### src/rtl/seg7_pkg.sv
// Shared definitions for the 7-segment scan path: code width, the dash code,
// and a legality check for the scan controller's parameters.
package seg7_pkg;

  localparam int SEG7_CODE_W = 4;

  // Any code above 9 renders as '-' in the decoder; this is the one we emit.
  localparam logic [SEG7_CODE_W-1:0] SEG7_CODE_MINUS = 4'hA;

  // Legal ranges: 1..8 digits, at least 2 cycles per slot, and a dead time
  // shorter than the slot.
  function automatic bit seg7_params_ok(int digits, int tick_div, int blank_cyc);
    return (digits >= 1) && (digits <= 8) && (tick_div >= 2) &&
           (blank_cyc >= 0) && (blank_cyc < tick_div);
  endfunction

endpackage

### src/rtl/seg7_lz_mask.sv
// Leading-zero suppress mask. Digit i (i > 0) is suppressed when lz_en is set
// and it and every more significant digit hold code 0. Digit 0 always shows.
module seg7_lz_mask
  import seg7_pkg::*;
#(
  parameter int DIGITS = 4
) (
  input  logic [DIGITS-1:0][SEG7_CODE_W-1:0] active,
  input  logic                               lz_en,
  output logic [DIGITS-1:0]                  suppress
);

  logic upper_zero;

  // Walk down from the most significant digit while everything above is zero.
  always_comb begin
    upper_zero = 1'b1;
    suppress   = '0;
    for (int i = DIGITS - 1; i > 0; i--) begin
      upper_zero  = upper_zero && (active[i] == '0);
      suppress[i] = lz_en && upper_zero;
    end
  end

endmodule

### src/rtl/seg7_scan.sv
// Time-multiplexed scan controller for a multi-digit 7-segment display.
// Every output is registered from the next-cycle (idx, slot_cnt, active)
// values, so each output matches the counter pair held in the same cycle.
module seg7_scan
  import seg7_pkg::*;
#(
  parameter int DIGITS    = 4,
  parameter int TICK_DIV  = 50000,
  parameter int BLANK_CYC = 64
) (
  input  logic                          clk,
  input  logic                          rst_n,
  input  logic                          ena,
  input  logic                          load,
  input  logic [SEG7_CODE_W*DIGITS-1:0] digits_in,
  input  logic                          lz_en,
  output logic [SEG7_CODE_W-1:0]        bcd_out,
  output logic [DIGITS-1:0]             dig_sel,
  output logic                          frame_done
);

  localparam int SW = $clog2(TICK_DIV);
  localparam int IW = (DIGITS > 1) ? $clog2(DIGITS) : 1;
  localparam logic [SW-1:0] SLOT_LAST = SW'(TICK_DIV - 1);
  localparam logic [IW-1:0] IDX_LAST  = IW'(DIGITS - 1);

  if (!seg7_params_ok(DIGITS, TICK_DIV, BLANK_CYC)) begin : g_param_err
    $error("seg7_scan: illegal DIGITS/TICK_DIV/BLANK_CYC combination");
  end

  typedef logic [DIGITS-1:0][SEG7_CODE_W-1:0] frame_t;

  logic [SW-1:0] slot_cnt, slot_n;
  logic [IW-1:0] idx, idx_n;
  frame_t        active, active_n, pending;
  logic          pending_valid;
  logic          lz_q, lz_n;
  logic          restart_q;
  logic          boundary;
  logic          in_blank;
  logic [DIGITS-1:0]      supp_n;
  logic [DIGITS-1:0]      sel_n;
  logic [SEG7_CODE_W-1:0] bcd_n;
  logic                   done_n;

  // Next counter position and frame boundary. After ena has been low the
  // first enabled edge re-enters (0,0) so the restart is a true boundary.
  always_comb begin
    slot_n   = slot_cnt + 1'b1;
    idx_n    = idx;
    boundary = 1'b0;
    if (!ena) begin
      slot_n = '0;
      idx_n  = '0;
    end else if (restart_q) begin
      slot_n   = '0;
      idx_n    = '0;
      boundary = 1'b1;
    end else if (slot_cnt == SLOT_LAST) begin
      slot_n = '0;
      if (idx == IDX_LAST) begin
        idx_n    = '0;
        boundary = 1'b1;
      end else begin
        idx_n = idx + 1'b1;
      end
    end
    active_n = (boundary && pending_valid) ? pending : active;
    lz_n     = (slot_n == '0) ? lz_en : lz_q;
  end

  if (BLANK_CYC == 0) begin : g_noblank
    assign in_blank = 1'b0;
  end else begin : g_blank
    assign in_blank = slot_n < SW'(BLANK_CYC);
  end

  seg7_lz_mask #(.DIGITS(DIGITS)) u_lz_mask (
    .active   (active_n),
    .lz_en    (lz_n),
    .suppress (supp_n)
  );

  // Output values for the next cycle's (idx, slot_cnt).
  always_comb begin
    bcd_n = active_n[idx_n];
    sel_n = '0;
    if (ena && !in_blank && !supp_n[idx_n]) begin
      sel_n = DIGITS'(1) << idx_n;
    end
    done_n = ena && (idx_n == IDX_LAST) && (slot_n == SLOT_LAST);
  end

  // Counters and frame buffers; a load on the boundary edge is not bypassed.
  always_ff @(posedge clk or negedge rst_n) begin
    if (!rst_n) begin
      slot_cnt      <= '0;
      idx           <= '0;
      active        <= '0;
      pending       <= '0;
      pending_valid <= 1'b0;
      lz_q          <= 1'b0;
      restart_q     <= 1'b0;
    end else begin
      slot_cnt  <= slot_n;
      idx       <= idx_n;
      active    <= active_n;
      lz_q      <= lz_n;
      restart_q <= !ena;
      if (load) begin
        pending       <= digits_in;
        pending_valid <= 1'b1;
      end else if (boundary && pending_valid) begin
        pending_valid <= 1'b0;
      end
    end
  end

  // Registered outputs.
  always_ff @(posedge clk or negedge rst_n) begin
    if (!rst_n) begin
      bcd_out    <= '0;
      dig_sel    <= '0;
      frame_done <= 1'b0;
    end else begin
      bcd_out    <= bcd_n;
      dig_sel    <= sel_n;
      frame_done <= done_n;
    end
  end

endmodule
### config.mk
export PLATFORM = sky130hd
export DESIGN_NAME = seg7_scan
export DESIGN_NICKNAME = d
export VERILOG_FILES = /design/src/rtl/seg7_pkg.sv /design/src/rtl/seg7_lz_mask.sv /design/src/rtl/seg7_scan.sv
export SDC_FILE = /design/constraint.sdc
export NUM_CORES = 1
export LEC_CHECK = 0
export ABC_CLOCK_PERIOD_IN_PS = 2500
export CAP_MARGIN = 10
export CORE_ASPECT_RATIO = 0.75
export CORE_MARGIN = 2
export CORE_UTILIZATION = 40
export CTS_CLUSTER_DIAMETER = 50
export DETAILED_ROUTE_END_ITERATION = 16
export PLACE_DENSITY_LB_ADDON = 0.1
export REMOVE_ABC_BUFFERS = 1
export SETUP_SLACK_MARGIN = 0.2
export SLEW_MARGIN = 0
export SYNTH_ARGS = -nofsm -noshare
export SYNTH_HDL_FRONTEND = slang
export SYNTH_SLANG_ARGS = --single-unit
### constraint.sdc
create_clock -name clk -period 2.5 [get_ports clk]
set_clock_uncertainty 0.1 [all_clocks]
set_input_delay 0.75 -clock clk [delete_from_list [all_inputs] [get_ports clk]]
set_output_delay 0.75 -clock clk [all_outputs]
set_load 0.01 [all_outputs]
-- After elaboration in Yosys (flattened, before gate mapping)
Cells that the tools add are included.
- input port bits: 21
- logic and storage cells: 63
- output and inout port bits: 9
- register bits: 62
- reduce and logical (&&, ||, !) cells: 18
- magnitude comparators: 2
- equal/unequal tests: 4
- shift operators: 1
- add/sub/neg operators: 2
- muxes and demuxes: 20
- operators with widths (kind ; number):
    $mux W16 ; 4
    $eq A16 B16 Y1 const B ; 2
    $add A16 B1 Y16 const B ; 1
    $logic_not A16 Y1 ; 1
    $lt A16 B7 Y1 const B ; 1
    $logic_not A4 Y1 ; 3
    $logic_and A1 B1 Y1 ; 10
    $bmux W4 S2 ; 1
    $mux W1 ; 8
    $mux W2 ; 4
    $mux W4 ; 2
    $eq A2 B2 Y1 const B ; 2
    $shl A1 B2 Y4 const A ; 1
    $logic_not A1 Y1 ; 3
    $lt A2 B3 Y1 const B ; 1
    $add A2 B1 Y2 const B ; 1
    $bmux W1 S2 ; 1
    $reduce_bool A2 Y1 ; 1

-- Logic depth before layout (Yosys ltp)
Gate-level depths: netlist of run 1.
- depth in word-level cells: 16
- gate-level depth with buffers: 9
- depth with buffers taken out: 9

-- By module
Synthesis of run 1 repeated with hierarchy kept, for this count alone.
- cells, all modules: 264
- area total of the unflattened synthesis: 2970.3 µm²
- modules (own cells, without submodules) (module ; instances ; area each (µm²) ; seq. area each (µm²) ; cells each):
    seg7_scan ; 1 ; 2912.8 ; 1551.5 ; 256
    seg7_lz_mask ; 1 ; 57.6 ; 0.0 ; 8

-- Least setup slack after synthesis of run 1
No wires, ideal clock.
- path type: register to register
- start: reg slot_cnt[0]
- end: reg bcd_out[1]
- buffers on the path: 1
- stages on the path, launching flop included: 10
- setup time: 0.125 ns
- data required time: 2.275 ns
- data arrival time: 2.258 ns
- slack: 0.018 ns
- period minus slack after synthesis: 2.482 ns
- path through: dfrtp_1 -> ha_1 -> nand3_4 -> nor4_4 -> nand2_2 -> mux2i_1 -> nor2_2 -> buf_6 -> mux2_2 -> mux2_2
- elaborated cells on any way between the ends: 11
- those cells by class: eq/ne (1); mux (9); reduce/logical (1)
- RTL lines (element ; RTL line ; source):
    start, declared ; seg7_scan.sv:33 ; logic [SW-1:0] slot_cnt, slot_n;
    start signal, assigned ; seg7_scan.sv:105 ; slot_cnt <= slot_n;
    $eq A16 B16 Y1 ; seg7_scan.sv:59 ; end else if (slot_cnt == SLOT_LAST) begin
    $mux W2 ; seg7_scan.sv:59 ;
    $mux W2 ; seg7_scan.sv:55 ; end else if (restart_q) begin
    $mux W2 ; seg7_scan.sv:52 ; if (!ena) begin
    named net idx_n[1] ; seg7_scan.sv:34 ; logic [IW-1:0] idx, idx_n;
    $bmux W4 S2 ; seg7_scan.sv:86 ; bcd_n = active_n[idx_n];
    $mux W4 (implied by the code) ; seg7_scan.sv:86 ;
    named net bcd_n[1] ; seg7_scan.sv:43 ; logic [SEG7_CODE_W-1:0] bcd_n;
    end signal, assigned ; seg7_scan.sv:126 ; bcd_out <= bcd_n;
    end, declared ; seg7_scan.sv:17 ; output logic [SEG7_CODE_W-1:0] bcd_out,
The timed path passes the listed nets, and every way through them passes these cells. The select of a mux whose other input is x is not followed.
A chain may end at the register's enable or synchronous reset.

==> results of run 1 <==
repair_timing:
action,4_1_cts,5_1_grt
buffers inserted,9,5
gates resized for setup,39,20
pin swaps,20,11
setup endpoints to repair,10,10
cloned,1,0
cells in the mapped netlist, types with 2 or more instances:
library cell  count  area [µm²]
buf_6             9         101
nand4_1           4        25.0
nand3_1           9        45.0
buf_2             2        10.0
and4_1            4        35.0
nor2_2            2        12.5
xnor2_1          10        87.6
nand2_1          11        41.3
mux2_4           14         210
xor2_1            6        52.6
or4_1             2        15.0
and3_1            3        18.8
clkbuf_1          2        7.51
o21ai_0           5        25.0
nor4_1            7        43.8
nor2_1           26        97.6
inv_1             4        15.0
a21oi_1           4        20.0
nand4b_1          2        17.5
dfrtp_1          62        1550
mux2_2           31         349
nor3_1            7        35.0
ha_1              2        25.0
a31oi_1           2        12.5
mux2i_1           2        20.0
o22ai_1           2        12.5
o41ai_1           2        17.5
state kept, by name, summed over array words and instances (netlist names):
signal	cells
restart_q	1
active	16
lz_q	1
slot_cnt	16
dig_sel	4
pending	16
bcd_out	4
pending_valid	1
idx	2
frame_done	1
cell type report:
class	count	area [µm²]	area share, %
Clock buffer	10	138	3.19
Clock inverter	6	85.1	1.97
Inverter	5	20.0	0.463
Multi-Input combinational cell	177	1670	38.7
Sequential cell	62	1550	35.9
Tap cell	101	126	2.92
Timing Repair Buffer	77	728	16.9
layout by cell type (no fill, tap or decap), types with 3 or more instances in the layout:
| cell | count |
|---|---|
| and4_1 | 3 |
| buf_12 | 3 |
| buf_4 | 37 |
| buf_6 | 7 |
| clkbuf_8 | 10 |
| clkdlybuf4s50_1 | 27 |
| clkinv_2 | 3 |
| dfrtp_1 | 62 |
| inv_1 | 3 |
| mux2_2 | 26 |
| mux2_4 | 19 |
| nand2_1 | 11 |
| nand3_1 | 7 |
| nand4_1 | 4 |
| nor2_1 | 24 |
| nor2_4 | 3 |
| nor3_1 | 4 |
| nor3_2 | 3 |
| nor4_1 | 3 |
| nor4_4 | 4 |
| xnor2_1 | 10 |
| xor2_1 | 6 |
power by group:
| group | internal [µW] | switching, µW |
|---|---|---|
| sequential | 1110 | 67.8 |
| combinational | 247 | 152 |
| clock | 584 | 407 |
worst reg2reg max path: cells and delay by family, from the launching register on:
kind | cells | cell delay (ps)
flip-flops | 1 | 410
AND/OR/NAND/NOR | 2 | 640
buffers and inverters | 2 | 300
AO/OA/AOI/OAI | 1 | 90
multiplexers | 3 | 820
through the flow:
step	hold WS (ps)	TNS [ps]	cell area, µm²
after floorplan	354	-2120	2990
after global placement	379	-2700	3670
after detailed placement	384	-2920	3670
after CTS	313	-168	4190
after global routing	299	-383	4320
final	284	0	4320
cells by family (layout without fill, tap and decap cells):
kind of cell / count (synthesis) / after routing / synth area share [%]
XOR/XNOR: 16 / 16 / 4.50
buffers and inverters: 19 / 98 / 4.58
multiplexers: 47 / 47 / 18.6
flip-flops: 62 / 62 / 49.9
adder cells (fa/ha/maj): 2 / 2 / 0.804
AO/OA/AOI/OAI: 26 / 26 / 5.99
AND/OR/NAND/NOR: 86 / 86 / 15.6
layer usage:
layer	wire [µm]	share of wire [%]
met5	0	0
met4	114	1.6
met2	3050	42
met1	3820	53
met3	272	3.7
path summary, 6_finish.rpt:
path,from,end,cells past startpoint
min in group clk,active[2],active[2],1
hold reg to reg,active[2],active[2],1
hold / removal,rst_n,slot_cnt[9],2
max in group asynchronous,rst_n,bcd_out[2],2
setup / recovery,slot_cnt[10],bcd_out[2],8
setup reg to reg,slot_cnt[10],bcd_out[2],8
==> flow_summary.ini, run 1 <==
[place]
dp_slack_ps = -461
port-buffer-count = 29
placed_cells = 407
gp_congestion = 0.797
place_hpwl_mm = 4.61

[hold_path]
hold_path.class = in2async

[yosys]
synth_cell_types = 49
synthArstFlopShare_pct = 100
synth_edf_count = 0
syn_area_per_cell_um2 = 12.1
postSynthCellCount = 258
syn_area_mm2 = 0.00311
ys_ff_latch = 62
ys_seq_area_share_pct = 49.9
synth_ff_type = dfrtp_1
yosys_warnings = 0

[cts]
clock_path_buffers = 2
clkSinkCount = 62
root_buffer = clkbuf_8
postCtsHoldBufs = 0
clkTransAtPathRegs_ps = 70
clk_latency_ps = 350
cts_buffers = 9
cts_tree = yes
h-tree-depth = 3

[critical_path]
critPathLaunchType = flop
critPathTopFamily = multiplexers
worstSetupPathType = reg2reg
cp_max_fo = 6
reg2reg_slack_ps = 30
worstPathRequired_ps = 2630
cp-end-kind = flop
crit_path_frequent_cell = mux2_4
arrival_ps = 2610
slowest_delay_ps = 420
cp_cell_sequence = or3_4 > nor3_4 > a32oi_4 > buf_6 > buf_16 > mux2_4 > mux2_4 > mux2_4
path_buf_inv = 2
slowest_stage = or3_4

[floorplan]
start_util_pct = 41.9
die_h_um = 80.4
chipWidth_um = 106
core_mm2 = 0.00743
pin_count = 30
dieArea_mm2 = 0.00851
std_cell_rows = 27

[sta]
rsz0062_at_grt = yes
tightest_slew_ps = 538
maxSlewHeadroom_pct = 63.7
fin_ws_ps = 28.4
fmax_mhz = 405
fin_crit_sh_pct = 98.9
setup_viol = 0
drv_slew = 0
period_minus_slack_ps = 2470
final-hold-violation-count = 0

[run_status]
status = finished, final reports clean

[job]
drv_cap = 0

[power_and_ir_drop]
power_density_mw_per_mm2 = 594
leakage_uw = 0.00181
p_total_uw = 2570
ir_drop_uv = 380

[final_layout]
drive_above_1_share_pct = 44.2
final_cells = 438
nFillCells = 643
final_core_util_pct = 58.1
final_nets = 355
area_growth_pct = 38.8
antenna_cells = 0

[global_routing]
grt_pass1_wl_mm = 11.8
grt_max_degree = 63
grt_use_total_pct = 18.5
grt_use_met1_pct = 27.5
top_usage_layer = met1
grt_overflow = 0
use_met2_pct = 25.2
grt_pass1_vias = 2265
grt_use_met3_pct = 4.87
antenna_found_initial = 0

[detailed_routing]
vias_per_cell = 5.10
vias = 2232
post_drt_wl_per_cell_um = 16.6
drtAntennaViolNets = 0
wirelength_mm = 7.26
drc_errors = 0
dr.pass1.iters = 4
drt_iter0_markers = 125
Note: power is estimated with default switching activity, not from simulation.
==> inputs of run 2 (changes only) <==
- CORE_UTILIZATION: 40 -> 51
==> flow_summary.ini, run 2 (same netlist as run 1, synthesis figures left out) <==
[run_status]
status = finished, final reports clean

[floorplan]
std_cell_rows = 24
core_mm2 = 0.00586
start_util_pct = 53.1
chipWidth_um = 94.2
pin_count = 30
die_h_um = 71.6
dieArea_mm2 = 0.00675

[cts]
cts_buffers = 9
h-tree-depth = 3
clkTransAtPathRegs_ps = 80
clock_path_buffers = 2
clk_latency_ps = 360
clkSinkCount = 62
root_buffer = clkbuf_8
cts_tree = yes

[sta]
fmax_mhz = 409
drv_slew = 0
fin_ws_ps = 52.3
maxSlewHeadroom_pct = 64.7
rsz0062_at_grt = yes
fin_crit_sh_pct = 97.9
final-hold-violation-count = 0
tightest_slew_ps = 525
period_minus_slack_ps = 2450
setup_viol = 0

[place]
place_hpwl_mm = 4.73
port-buffer-count = 29
dp_slack_ps = -449
gp_congestion = 0.841

[critical_path]
critPathLaunchType = flop
cp-end-kind = flop
worstSetupPathType = reg2reg
worstPathRequired_ps = 2650
arrival_ps = 2600
cp_max_fo = 11

[global_routing]
antenna_found_initial = 0
grt_max_degree = 63
grt_pass1_wl_mm = 11.8
grt_use_total_pct = 23.1
grt_overflow = 0
grt_pass1_vias = 2326

[final_layout]
drive_above_1_share_pct = 44.5
seq_area_mm2 = 0.00155
layout_commonest_cell = dfrtp_1
area_growth_pct = 36.8
final_nets = 357
nFillCells = 413
layout_common_cells = dfrtp_1 (62), buf_4 (43), clkdlybuf4s50_1 (27)
multi_input_area_mm2 = 0.00167
top_regs = active: 16 flops, pending: 16 flops, slot_cnt: 16 flops
final_core_util_pct = 72.7
antenna_cells = 0

[detailed_routing]
dr.pass1.iters = 5
wirelength_mm = 7.35
vias_per_cell = 5.46
drc_errors = 0
vias = 2278
post_drt_wl_per_cell_um = 17.6
drtAntennaViolNets = 0
drt_iter0_markers = 109

[hold_path]
hold_path.class = in2async

[power_and_ir_drop]
ir_drop_uv = 427
power_density_mw_per_mm2 = 579
leakage_uw = 0.00182

[job]
drv_cap = 0
## run 2: cell type report
| type | instances | area share, % |
|---|---|---|
| Clock buffer | 9 | 2.91 |
| Clock inverter | 7 | 1.73 |
| Inverter | 5 | 0.500 |
| Multi-Input combinational cell | 177 | 39.2 |
| Sequential cell | 62 | 36.4 |
| Tap cell | 78 | 2.29 |
| Timing Repair Buffer | 79 | 16.9 |
## run 2: metrics by stage
| stage | TNS, ps | cell area [µm²] | hold WS, ps | power [µW] | instances |
|---|---|---|---|---|---|
| floorplan | -2120 | 2990 | 354 | 1380 | 244 |
| global placement | -2920 | 3690 | 351 | 1540 | 390 |
| detailed placement | -3240 | 3690 | 353 | 1550 | 390 |
| CTS | 0 | 4070 | 310 | 2460 | 415 |
| global route | -155 | 4260 | 327 | 2570 | 417 |
| finish | 0 | 4260 | 302 | 2470 | 417 |
## run 2: final timing paths
path	start	end	slack, ps	cells after the start
worst max-delay path	slot_cnt[0]	bcd_out[1]	50	9
worst min-delay path	rst_n	slot_cnt[11]	300	2
worst max register to register	slot_cnt[0]	bcd_out[1]	50	9
worst min register to register	active[1]	active[1]	410	1
max in group asynchronous	rst_n	slot_cnt[14]	1720	2
min in group clk	active[1]	active[1]	410	1
## run 2: where the power goes
| part | internal [µW] | switching (µW) |
|---|---|---|
| logic | 248 | 155 |
| registers | 1110 | 68.1 |
| clock network | 463 | 422 |
## run 2: layer usage
layer	share of wire, %	global-route usage, %	wire [µm]
met5	0	0	0
met4	1.4	7.89	106
met3	4.4	6.31	321
met2	45	32.7	3290
met1	49	34.6	3640
## run 2: what timing repair did
item	4_1_cts	5_1_grt
buffers inserted	8	2
gates cloned	1	0
pin swaps	10	5
setup endpoints to repair	10	10
hold buffers	0	0
gates resized for setup	22	39
## run 2: worst max-delay path, cell delays in order, from the launching register on
cell and delay, ps:
dfrtp_1 420, ha_4 190, nand3_4 70, nor4_4 50
buf_4 160, a32oi_4 280, buf_12 200, mux2_2 350
mux2_2 270, mux2_2 260
==> inputs of run 3 (changes only) <==
- CELL_PAD_IN_SITES_DETAIL_PLACEMENT: not set -> 0
- CELL_PAD_IN_SITES_GLOBAL_PLACEMENT: not set -> 1
- CORE_UTILIZATION: 51 -> 41
- SYNTH_HIERARCHICAL: not set -> 1
==> flow_summary.ini, run 3 <==
[run_status]
status = finished, violations left
violations = setup timing

[place]
place_hpwl_mm = 5.12
port-buffer-count = 29
dp_slack_ps = -890
gp_congestion = 0.862

[sta]
fin_crit_sh_pct = 128
setup_tns_ps = -2360
final-hold-violation-count = 0
fin_ws_ps = -697
period_minus_slack_ps = 3200
fmax_mhz = 313
drv_slew = 0
rsz0062_at_grt = yes
setup_viol = 8

[yosys]
synth_area_leaders = dfrtp_1 (52%), mux2_2 (9.9%), nor2_1 (3.5%), mux2i_1 (3.4%), xnor2_1 (2.9%)
synth.most_common_cell = dfrtp_1
yosys_warnings = 6
ys_ff_latch = 62
yosysTopAreaCell = dfrtp_1
syn_area_per_cell_um2 = 11.3
synth_cell_types = 47
syn_area_mm2 = 0.00297
synth_top_area_share_pct = 52.2
ys_seq_area_share_pct = 52.2
ys_top_cells_by_count = dfrtp_1 (62), nor2_1 (28), mux2_2 (26)
synth_ff_type = dfrtp_1
postSynthCellCount = 264
synth_edf_count = 0
synthArstFlopShare_pct = 100

[hold_path]
hold_path.class = in2async

[critical_path]
cp_max_fo = 2
reg2reg_slack_ps = -700
critPathLaunchType = flop
r2r-end = dig_sel[1]
r2r-start = slot_cnt[0]
worstSetupPathType = reg2reg
r2r.worst_path.cells = 17
arrival_ps = 3340
cp-end-kind = flop
worstPathRequired_ps = 2640

[detailed_routing]
dr.pass1.iters = 4
vias_per_cell = 5.02
drc_errors = 0
wirelength_mm = 7.64
post_drt_wl_per_cell_um = 15.9
vias = 2417
drt_iter0_markers = 99
drtAntennaViolNets = 0

[cts]
clkSinkCount = 62
h-tree-depth = 3
cts_tree = yes
clk_latency_ps = 340
root_buffer = clkbuf_8
clkTransAtPathRegs_ps = 70
clock_path_buffers = 2
cts_buffers = 9
postCtsHoldBufs = 0

[power_and_ir_drop]
p_seq_share_pct = 47.4
clkPwrFrac_pct = 36.1
power_density_mw_per_mm2 = 547
switching_power_uw = 650
power_switching_share_pct = 26.4
leakage_uw = 0.00200
p_int_uw = 1810
combPwrFrac_pct = 16.5
p_total_uw = 2460
ir_drop_uv = 373

[final_layout]
nFillCells = 569
top_regs = active: 16 flops, pending: 16 flops, slot_cnt: 16 flops
drive_above_1_share_pct = 45.4
antenna_cells = 0
final_nets = 401
final_core_util_pct = 64.9
layout_commonest_cell = buf_4
layout_common_cells = buf_4 (77), dfrtp_1 (61), clkdlybuf4s50_1 (28)
area_growth_pct = 51.3

[floorplan]
pin_count = 30
chipWidth_um = 102
dieArea_mm2 = 0.00795
std_cell_rows = 26
start_util_pct = 42.9
core_mm2 = 0.00693
die_h_um = 77.7

[job]
drv_cap = 0

[global_routing]
grt_pass1_wl_mm = 12.6
grt_pass1_vias = 2503
grt_overflow = 0
antenna_found_initial = 0
grt_use_total_pct = 20.9
grt_max_degree = 63
-- run 3: cell types whose count changed after synthesis, moves of 3 or more --
cell / previous run / this run
mux2_2: 31 / 26
a22o_1: 0 / 4
o21ai_0: 5 / 12
mux2i_1: 2 / 10
or3_1: 0 / 3
mux2_4: 14 / 0
inv_1: 4 / 12
a221oi_1: 1 / 4
nor4_1: 7 / 4
buf_6: 9 / 3
-- run 3: per-layer routing --
metal  vias up  wire [µm]  global-route usage [%]  part of all wire (%)
met1      1188       3910                    31.6                    51
met4         0         81                    6.13                   1.1
met5         -          0                       0                     0
li1       1165          -                       -                     -
met3        10        380                    6.85                   5.0
met2        54       3270                    28.4                    43
-- run 3: area by class of cell --
| cell class | instances | area (µm²) | area share, % |
|---|---|---|---|
| multi-input combinational | 175 | 1570 | 34.8 |
| sequential | 62 | 1550 | 34.5 |
| timing repair buffer | 118 | 1010 | 22.5 |
| clock buffer | 9 | 124 | 2.76 |
| tap | 98 | 123 | 2.73 |
| clock inverter | 7 | 73.8 | 1.64 |
| inverter | 12 | 45.0 | 1.00 |
-- run 3: cells by family after synthesis --
logic type,count (synthesis),synth area share (%)
and+or+nand+nor,88,16.6
other,1,0.126
muxes,36,13.2
adders and majority gates,2,0.842
DFF,62,52.2
buffers and inverters,27,4.63
xor gates and xnor gates,16,4.72
AOI/OAI and AO/OA,32,7.67
-- run 3: worst max-delay path by stage --
stage	depth (start not counted)	slack, ps	startpoint	end
after floorplan	11	-1010	slot_cnt[0]	dig_sel[1]
after global placement	11	-800	ena	dig_sel[1]
after detailed placement	11	-890	ena	dig_sel[1]
after CTS	15	-650	slot_cnt[0]	dig_sel[1]
after global routing	15	-850	slot_cnt[1]	dig_sel[1]
final	17	-700	slot_cnt[0]	dig_sel[1]
-- run 3: repair_timing --
item	4_1_cts	5_1_grt
setup endpoints to repair	21	28
gates resized for setup	44	30
setup buffers	14	11
cloned	0	1
endpoints found under the hold margin	0	0
pin swaps	15	10
-- run 3: through the flow --
step / hold WS [ps] / area, µm² / std cells
floorplan: 346 / 2880 / 249
global placement: 366 / 3770 / 439
detailed placement: 371 / 3770 / 439
CTS: 314 / 4260 / 469
global route: 302 / 4490 / 481
finish: 283 / 4490 / 481
-- run 3: worst max-delay path: stages (launching register included) --
cell     delay [ps]
dfrtp_1         360
ha_2            190
buf_4           100
buf_4           100
nand3_4          90
buf_6           140
nor3_4          180
xnor2_2         160
nand2_2          90
o41ai_2         330
buf_4           160
mux2_4          150
or4b_4          480
buf_6           140
nor2_4          130
mux2i_1          90
nand2_1          70
nor2_1           30
-- run 3: power by group through the flow --
| stage | registers [µW] | clock network (µW) | logic (µW) |
|---|---|---|---|
| after CTS | 1150 | 907 | 354 |
| after global routing | 1180 | 943 | 444 |
| after floorplan | 1170 | 0 | 152 |
| after global placement | 1170 | 0 | 308 |
| after detailed placement | 1170 | 0 | 315 |
| final | 1170 | 889 | 406 |
